==> config.mk <==
export PLATFORM = sky130hd
export DESIGN_NAME = riscv_pipe_stage_reg
export DESIGN_NICKNAME = d
export VERILOG_FILES = /design/src/rtl/riscv_pipe_stage_reg_pkg.sv /design/src/rtl/riscv_pipe_stage_reg_slot.sv /design/src/rtl/riscv_pipe_stage_reg.sv
export SDC_FILE = /design/constraint.sdc
export NUM_CORES = 1
export LEC_CHECK = 0
export ABC_AREA = 0
export CELL_PAD_IN_SITES_DETAIL_PLACEMENT = 1
export CELL_PAD_IN_SITES_GLOBAL_PLACEMENT = 1
export CORE_AREA = 2 2 84 86
export DETAILED_ROUTE_END_ITERATION = 8
export DIE_AREA = 0 0 86 88
export GPL_ROUTABILITY_DRIVEN = 0
export HOLD_SLACK_MARGIN = 0.12
export PLACE_DENSITY = 0.93
export SKIP_CTS_REPAIR_TIMING = 1
export SLEW_MARGIN = 5
export SYNTH_ARGS = -nofsm -noshare
export SYNTH_HDL_FRONTEND = slang
export SYNTH_SLANG_ARGS = --single-unit
==> constraint.sdc <==
create_clock -name i_clk -period 2.9 [get_ports i_clk]
set_clock_uncertainty 0.2 [all_clocks]
set_input_delay 0.29 -clock i_clk [delete_from_list [all_inputs] [get_ports i_clk]]
set_output_delay 0.29 -clock i_clk [all_outputs]
set_load 0.01 [all_outputs]
==> src/rtl/riscv_pipe_stage_reg_pkg.sv <==
// ---------------------------------------------------------------------------
// riscv_pipe_stage_reg_pkg
//   Shared definitions for the RV32I inter-stage pipeline register.
//   - XLEN and the typical per-stage payload widths.
//   - occ_e: occupancy encoding driven onto o_occupancy. It is the visible
//     state of the stage: EMPTY, ONE (main slot) or TWO (main + skid slot).
//   - occ_of(): maps the two slot valid bits onto occ_e.
//   Optional feature switch (defined on the tool command line):
//     RISCV_PIPE_SKID_EN - adds the skid slot and registers o_s_ready.
// ---------------------------------------------------------------------------
package riscv_pipe_stage_reg_pkg;

  localparam int unsigned XLEN       = 32;
  localparam int unsigned IF_ID_W    = 2 * XLEN;  // pc + instruction
  localparam int unsigned ID_EX_W    = 4 * XLEN;  // pc, rs1, rs2, imm
  localparam int unsigned EX_MEM_W   = 3 * XLEN;  // alu result, store data, pc
  localparam int unsigned MEM_WB_W   = 2 * XLEN;  // writeback value, pc

  typedef enum logic [1:0] {
    OCC_EMPTY = 2'd0,
    OCC_ONE   = 2'd1,
    OCC_TWO   = 2'd2
  } occ_e;

  // The skid slot is only ever filled while the main slot is full, so
  // s_v without m_v cannot occur; it is still mapped to ONE for safety.
  function automatic occ_e occ_of(input logic m_v, input logic s_v);
    if (m_v && s_v) begin
      return OCC_TWO;
    end else if (m_v || s_v) begin
      return OCC_ONE;
    end
    return OCC_EMPTY;
  endfunction

endpackage

==> src/rtl/riscv_pipe_stage_reg_slot.sv <==
// ---------------------------------------------------------------------------
// riscv_pipe_slot
//   One valid + payload register.
//   Ports:
//     i_clk   clock, rising edge
//     i_clr   clear: valid=0, data=INIT_VAL (reset or flush)
//     i_load  load:  valid=1, data=i_data
//     i_drop  drop:  valid=0, data keeps its last value (no bubble write)
//     i_data  payload to load
//     o_valid slot holds a payload
//     o_data  stored payload
//   Priority: clear > load > drop. With no command the slot holds.
// ---------------------------------------------------------------------------
module riscv_pipe_slot
  import riscv_pipe_stage_reg_pkg::*;
#(
  parameter int unsigned          DATA_W   = 32,
  parameter logic [DATA_W-1:0]    INIT_VAL = '0
) (
  input  logic              i_clk,
  input  logic              i_clr,
  input  logic              i_load,
  input  logic              i_drop,
  input  logic [DATA_W-1:0] i_data,
  output logic              o_valid,
  output logic [DATA_W-1:0] o_data
);

  logic              valid_q, valid_d;
  logic [DATA_W-1:0] data_q,  data_d;

  always_comb begin
    valid_d = valid_q;
    data_d  = data_q;
    if (i_clr) begin
      valid_d = 1'b0;
      data_d  = INIT_VAL;
    end else if (i_load) begin
      valid_d = 1'b1;
      data_d  = i_data;
    end else if (i_drop) begin
      valid_d = 1'b0;
    end
  end

  always_ff @(posedge i_clk) begin
    valid_q <= valid_d;
    data_q  <= data_d;
  end

  assign o_valid = valid_q;
  assign o_data  = data_q;

endmodule

==> src/rtl/riscv_pipe_stage_reg.sv <==
// ---------------------------------------------------------------------------
// riscv_pipe_stage_reg
//   Generic inter-stage pipeline register (IF/ID, ID/EX, EX/MEM, MEM/WB)
//   carrying one packed payload with a valid/ready handshake, back-pressure,
//   synchronous flush and a saturating stall-cycle counter.
//
//   Handshake: a beat transfers on a rising edge when valid and ready are
//   both high on that interface. Valid never depends on ready; once
//   o_m_valid is high the payload is held until the downstream beat.
//
//   Parameters:
//     DATA_W    payload width
//     INIT_VAL  payload value loaded on reset/flush
//     CNT_W     stall counter width
//   Ports:
//     i_clk, i_rst        clock; synchronous active-high reset
//     i_flush             synchronous flush (kills held and incoming beats)
//     i_s_valid/o_s_ready/i_s_data  upstream interface
//     o_m_valid/i_m_ready/o_m_data  downstream interface
//     o_occupancy         entries held (0, 1, or 2 with skid)
//     o_stall_cnt         cycles with o_m_valid=1 and i_m_ready=0, saturating
//
//   Build option RISCV_PIPE_SKID_EN:
//     defined   - main slot M plus skid slot S, o_s_ready from a flop
//                 (no combinational path from i_m_ready to o_s_ready).
//     undefined - single slot M, o_s_ready combinational.
// ---------------------------------------------------------------------------
module riscv_pipe_stage_reg
  import riscv_pipe_stage_reg_pkg::*;
#(
  parameter int unsigned        DATA_W   = 32,
  parameter logic [DATA_W-1:0]  INIT_VAL = '0,
  parameter int unsigned        CNT_W    = 16
) (
  input  logic              i_clk,
  input  logic              i_rst,
  input  logic              i_flush,
  input  logic              i_s_valid,
  output logic              o_s_ready,
  input  logic [DATA_W-1:0] i_s_data,
  output logic              o_m_valid,
  input  logic              i_m_ready,
  output logic [DATA_W-1:0] o_m_data,
  output logic [1:0]        o_occupancy,
  output logic [CNT_W-1:0]  o_stall_cnt
);

  // Reset and flush both empty every slot; only reset touches the counter.
  logic clear;
  assign clear = i_rst | i_flush;

  logic              m_valid;
  logic [DATA_W-1:0] m_data;
  logic              m_load, m_drop;
  logic [DATA_W-1:0] m_load_data;
  logic              s_ready;
  logic              up_beat, dn_beat;
  occ_e              occ;

  assign dn_beat = m_valid & i_m_ready;
  assign up_beat = i_s_valid & s_ready;

`ifdef RISCV_PIPE_SKID_EN
  logic              s_valid;
  logic [DATA_W-1:0] s_data;
  logic              s_load, s_drop;
  logic              s_valid_nxt;
  logic              s_ready_q, s_ready_d;

  // S only accepts a beat while M is held by back-pressure; when M drains,
  // S refills M ahead of any new upstream data, keeping acceptance order.
  always_comb begin
    m_load      = 1'b0;
    m_drop      = 1'b0;
    m_load_data = i_s_data;
    s_load      = 1'b0;
    s_drop      = 1'b0;
    if (s_valid) begin
      if (dn_beat) begin
        m_load      = 1'b1;
        m_load_data = s_data;
        s_drop      = 1'b1;
      end
    end else if (up_beat) begin
      if (m_valid && !i_m_ready) begin
        s_load = 1'b1;
      end else begin
        m_load = 1'b1;
      end
    end else if (dn_beat) begin
      m_drop = 1'b1;
    end
  end

  riscv_pipe_slot #(
    .DATA_W   (DATA_W),
    .INIT_VAL (INIT_VAL)
  ) u_slot_s (
    .i_clk   (i_clk),
    .i_clr   (clear),
    .i_load  (s_load),
    .i_drop  (s_drop),
    .i_data  (i_s_data),
    .o_valid (s_valid),
    .o_data  (s_data)
  );

  // Ready flop mirrors the next-state emptiness of S. It is loaded high
  // on reset so the first cycle after reset is already ready; the i_rst
  // gate keeps the port low while reset is held.
  always_comb begin
    s_valid_nxt = s_valid;
    if (clear) begin
      s_valid_nxt = 1'b0;
    end else if (s_load) begin
      s_valid_nxt = 1'b1;
    end else if (s_drop) begin
      s_valid_nxt = 1'b0;
    end
    s_ready_d = ~s_valid_nxt;
  end

  always_ff @(posedge i_clk) begin
    s_ready_q <= s_ready_d;
  end

  assign s_ready = s_ready_q & ~i_rst;
  assign occ     = occ_of(m_valid, s_valid);
`else
  // Single entry: ready whenever M is empty or draining this cycle.
  assign s_ready = ~i_rst & (~m_valid | i_m_ready);

  always_comb begin
    m_load      = up_beat;
    m_drop      = dn_beat & ~up_beat;
    m_load_data = i_s_data;
  end

  assign occ = occ_of(m_valid, 1'b0);
`endif

  riscv_pipe_slot #(
    .DATA_W   (DATA_W),
    .INIT_VAL (INIT_VAL)
  ) u_slot_m (
    .i_clk   (i_clk),
    .i_clr   (clear),
    .i_load  (m_load),
    .i_drop  (m_drop),
    .i_data  (m_load_data),
    .o_valid (m_valid),
    .o_data  (m_data)
  );

  // Stall counter: saturates at all-ones, survives flush.
  logic [CNT_W-1:0] stall_cnt_q, stall_cnt_d;

  always_comb begin
    stall_cnt_d = stall_cnt_q;
    if (m_valid && !i_m_ready && !(&stall_cnt_q)) begin
      stall_cnt_d = stall_cnt_q + {{(CNT_W-1){1'b0}}, 1'b1};
    end
  end

  always_ff @(posedge i_clk) begin
    if (i_rst) begin
      stall_cnt_q <= '0;
    end else begin
      stall_cnt_q <= stall_cnt_d;
    end
  end

  assign o_s_ready   = s_ready;
  assign o_m_valid   = m_valid;
  assign o_m_data    = m_data;
  assign o_occupancy = occ;
  assign o_stall_cnt = stall_cnt_q;

endmodule
# ---- After elaboration in Yosys (flattened, before gate mapping)
# Index checks and enable logic that the tools add are counted.
dict set report classes {
  bitwise 9
  eq_ne 0
  div 0
  n_shift 0
  reduce_logical 6
  n_mul 0
  n_mux 5
  addsub 1
  order_cmp 0
}
# op n
set op_table {}
lappend op_table {{adder 16 x 1 -> 16 bit, second input constant} 1}
lappend op_table {{AND reduction 16 bit} 1}
lappend op_table {{AND 1 bit} 4}
lappend op_table {{2-to-1 mux 2 bit} 2}
lappend op_table {{2-to-1 mux 1 bit} 3}
lappend op_table {{NOT 1 bit} 3}
lappend op_table {{logical AND 1 bit} 2}
lappend op_table {{zero test 1 bit} 2}
lappend op_table {{bitwise OR 1 bit} 2}
lappend op_table {{nonzero test 2 bit} 1}
dict set report word_totals {
  inputBits 37
  latchBits 0
  ff_bits 49
  memories 0
  rom_bits 0
  ramBits 0
}

# ---- Longest topological paths before layout
dict set report logic_depth {
  word_depth 8
  ltp_mapped 6
  depth_no_buf 5
}

# ---- Hierarchy
# A second synthesis with hierarchy kept.
dict set report unflattened {
  cells_unflattened 214
  hier_area_um2 2100.8
}
# module cells_each seq_area_each_um2 n_inst area_each_um2
set by_module_without_submodules {}
lappend by_module_without_submodules {riscv_pipe_slot 108 660.6 1 1204.9}
lappend by_module_without_submodules {riscv_pipe_stage_reg 106 320.3 1 895.9}

# ---- Worst setup path after synthesis
# Ideal clock, no wire load.
dict set report synth_path {
  path_type {reg-to-reg}
  start {register stall_cnt_q[0] (netlist: o_stall_cnt[0])}
  end {register stall_cnt_q[0] (netlist: o_stall_cnt[0])}
  setup_ns 0.121
  t_required_ns 2.579
  path_slack_ns 0.946
  path_stages_with_launch 6
  arrival_time_ns 1.634
  cell_sequence {dfxtp_1 > ha_1 > nand4_1 > nor4_1 > a21oi_1 > mux2_2}
}
dict set report synth_between {
  elab_chain_cells 3
  elab_cells_between_ends 4
}
# element line
set synth_rtl {}
lappend synth_rtl {{from (decl)} riscv_pipe_stage_reg.sv:156} ;# logic [CNT_W-1:0] stall_cnt_q, stall_cnt_d;
lappend synth_rtl {{from (signal assigned)} riscv_pipe_stage_reg.sv:169} ;# stall_cnt_q <= stall_cnt_d;
lappend synth_rtl {{branches (longest 3 deep; another with adder 16 x 1 -> 16 bit)} n/a}
# Parallel ways; which one is timed is not known.
# A chain may end at the register's enable or synchronous reset.

# ---- Worst setup path after layout
dict set report layout_path {
  start {register stall_cnt_q[0] (netlist: o_stall_cnt[0])}
  end {register stall_cnt_q[15] (netlist: o_stall_cnt[15])}
}
# Same word-level chain as after synthesis.

==> results.md <==
* CTS tree: built
* Element type at the critical path start: flip-flop
* Post-Route WL at 5942 µm
* ANT nets after route at 0
* Cell taking the most area after synthesis: dfxtp_1
* Final Setup Violations at 0
* Crit Path Category: reg2reg
* Hold wc startpoint: u_slot_m.o_data[13]
* Switching part of the total at 22.63%
* Max cap viols at 0
* Fin nets at 368
* Unrepaired setup endpoints after global routing: false
* Sequential cell area at 980.9 µm²
* Port bufs at 87
* Clock Path Buffers at 2
* Pwr dens at 430.6 nW/µm²
* Syn Std Cell Area at 2012 µm²
* TNS Setup at 0 ps
* FF+latch count, synth at 49
* Tcrit/Tclk final at 79.32%
* Area occupied by multi-input gates at 942.2 µm²
* Flop2flop setup slack at 600 ps
* Register area share after synthesis at 48.76%
* Critical Path RT at 2890 ps
* # H-tree levels at 2
* Finished Layout Cells at 411
* Row count at 30
* DRC Markers at 0
* Crit path time final at 2300 ps
* Worst path cell trace: ha_1, nand4_1, o41ai_4, nor4_1, mux2_2
* Antenna diode count at 0
* I/O pin count at 89
* Fmax at 434.7 MHz
* Initial antenna violation count at 0
* CTS root buf: clkbuf_8
* Post-synth ARST share at 0%
* Clock-pin slew of the registers on the worst-case setup and hold paths at 100 ps
* Routed vias at 2019
* Drt initial violations at 72
* Clock buffers created by TritonCTS at 5
* Die area at 7568 µm²
* Vias in the first global route at 2022
* Int Pwr at 1020 µW
* Tightest Pin Transition at 739.7 ps
* Mean Syn Cell Area at 8.080 µm²
* Placed insts at 403
* Reg2reg start: o_stall_cnt[0]
* Top cells by area, synth: dfxtp_1, nand2_1, a21oi_1
* Hpwl dp at 4426 µm
* VDD IR max at 0.1843 mV
* Vias per Instance at 4.912
* Worst reg2reg path depth at 5
* Rel. slew slack at 50.52%
* Initial Util at 30.28%
* GRT overflow at 0
* Total GRT Usage at 15.81%
* Die height at 88 µm
* Leakage at 0.001020 µW
* Hold Path Depth at 2
* Syn. warnings at 0
* Post-synth top area share at 48.76%
* Clk sink count at 49
* Global-route wire length before repair at 9632 µm
* Final Max Slew Viols at 0
* Die Wd at 86 µm
* Post-Synthesis Cells at 249
* DR WL/cell at 14.46 µm
* Worst Path Arrival at 2290 ps
* CP max stage cell: o41ai_4
* Syn_nets at 287
* Seq pwr share at 52.3%
* Final Hold Viols at 0
* Hold EP: u_slot_m.o_data[13]
* Psw at 298.5 µW
* Synth unique cells at 35
* Later-pin clock latency in the skew report at 290 ps
* Comb power frac at 10.5%
* Hold crit path type: reg2reg
* Share of cells above drive strength 1 at 6.647%
* Main synth FF type: dfxtp_1
* Worst setup EP type: flip-flop
* Worst-path fanout max at 16
* Number of flops mapped to enable cells by yosys at 0
* TritonRoute pass-1 iters at 4
* Floorplan Core Area at 6644 µm²
* Largest net degree at the start of global routing at 34
* Filler cells at 819
* RR Endpoint: o_stall_cnt[15]
* Crit path largest cell delay at 680 ps
* Outcome: finished clean
* Clock power frac at 37.3%
* Layout area overhead at 52.24%
[cell families after synthesis]
logic type | share of synthesized area (%)
and+or+nand+nor | 26.80
AOI/OAI and AO/OA | 17.04
DFF | 48.76
buffers and inverters | 4.415
muxes | 2.177
adders and majority gates | 0.6218
other | 0.1864
[cell type report]
type                            count  area share (%)
Sequential cell                    49           32.03
Multi-Input combinational cell    179           30.76
Timing Repair Buffer               90           29.58
Tap cell                           80           3.268
Clock buffer                        5           2.247
Clock inverter                      3           1.511
Inverter                            5          0.6127
[cell usage after synthesis (2+ instances only)]
cell and count:
a211oi_1 2, a21oi_1 41, and3_1 2, buf_2 2, buf_4 2, clkbuf_1 12
dfxtp_1 49, inv_1 5, mux2_2 3, nand2_1 72, nand3_1 4, nand4_1 4
nor2_1 8, nor2b_1 4, nor3_1 2, nor4_1 3, o211a_1 2, o21ai_0 4
o31ai_1 4, or2_2 2, or3_1 4, or4_1 5
[flip-flops by register name, indices dropped and copies added (netlist names)]
signal / count
u_slot_m.o_data: 32
u_slot_m.o_valid: 1
o_stall_cnt: 16
[power by group through the flow]
stage	logic, µW	clock network, µW	registers [µW]
2_1_floorplan	45.4	0	710
6_report	138	492	689
3_5_place_dp	140	0	705
5_1_grt	151	540	691
3_3_place_gp	138	0	705
4_1_cts	141	517	690
[how the worst max path moves through the flow]
stage                         startpoint              end  slack (ps)  cells past startpoint
final                     o_stall_cnt[0]  o_stall_cnt[15]         600                      5
after global routing      o_stall_cnt[0]  o_stall_cnt[15]         420                      5
after CTS                 o_stall_cnt[0]  o_stall_cnt[15]         600                      5
after detailed placement       i_m_ready  o_stall_cnt[11]         550                      5
after global placement         i_m_ready  o_stall_cnt[11]         620                      5
after floorplan           o_stall_cnt[0]   o_stall_cnt[0]         950                      5
[worst max-delay path: cells and delay by family (launching register included)]
| family | cells | cell delay, ps |
|---|---|---|
| AO/OA/AOI/OAI | 1 | 680 |
| flip-flops | 1 | 390 |
| adder cells (fa/ha/maj) | 1 | 230 |
| AND/OR/NAND/NOR | 2 | 400 |
| multiplexers | 1 | 300 |
[per-layer routing]
| layer | part of all wire [%] | vias to the layer above | GRT usage, % |
|---|---|---|---|
| li1 | - | 1007 | - |
| met1 | 43 | 962 | 18.92 |
| met2 | 51 | 48 | 27.91 |
| met3 | 5.4 | 2 | 4.713 |
| met4 | 0.50 | 0 | 3.752 |
| met5 | 0 | - | 0 |
[metrics by stage]
stage          hold WS [ps]  instance area (µm²)  utilization, %  total power [µW]  setup WS (ps)
6_report              259.4                 3063           46.10              1319          599.7
5_1_grt               275.4                 3063           46.10              1383          421.5
4_1_cts               263.1                 3063           46.10              1347          601.9
3_5_place_dp          249.5                 2948           44.37             845.6          547.0
3_3_place_gp          241.0                 2948           44.37             842.6          618.3
2_1_floorplan         210.7                 2012               -             755.4          945.6
[cells in the final DEF (no fill, tap or decap), types with 2 or more instances in the layout]
master	Yosys	routed
nand4_1	4	4
and3_1	2	2
or4_1	5	5
nor2_1	8	8
or2_2	2	2
buf_4	2	2
nor3_1	2	2
o211a_1	2	2
nor4_1	3	3
or3_1	4	4
clkdlybuf4s50_1	0	87
dfxtp_1	49	49
nand2_1	72	72
clkbuf_8	0	5
nand3_1	4	4
o21ai_0	4	4
mux2_2	3	3
inv_1	5	5
nor2b_1	4	4
a211oi_1	2	2
a21oi_1	41	41
o31ai_1	4	4
(Power assumes the default switching activity.)
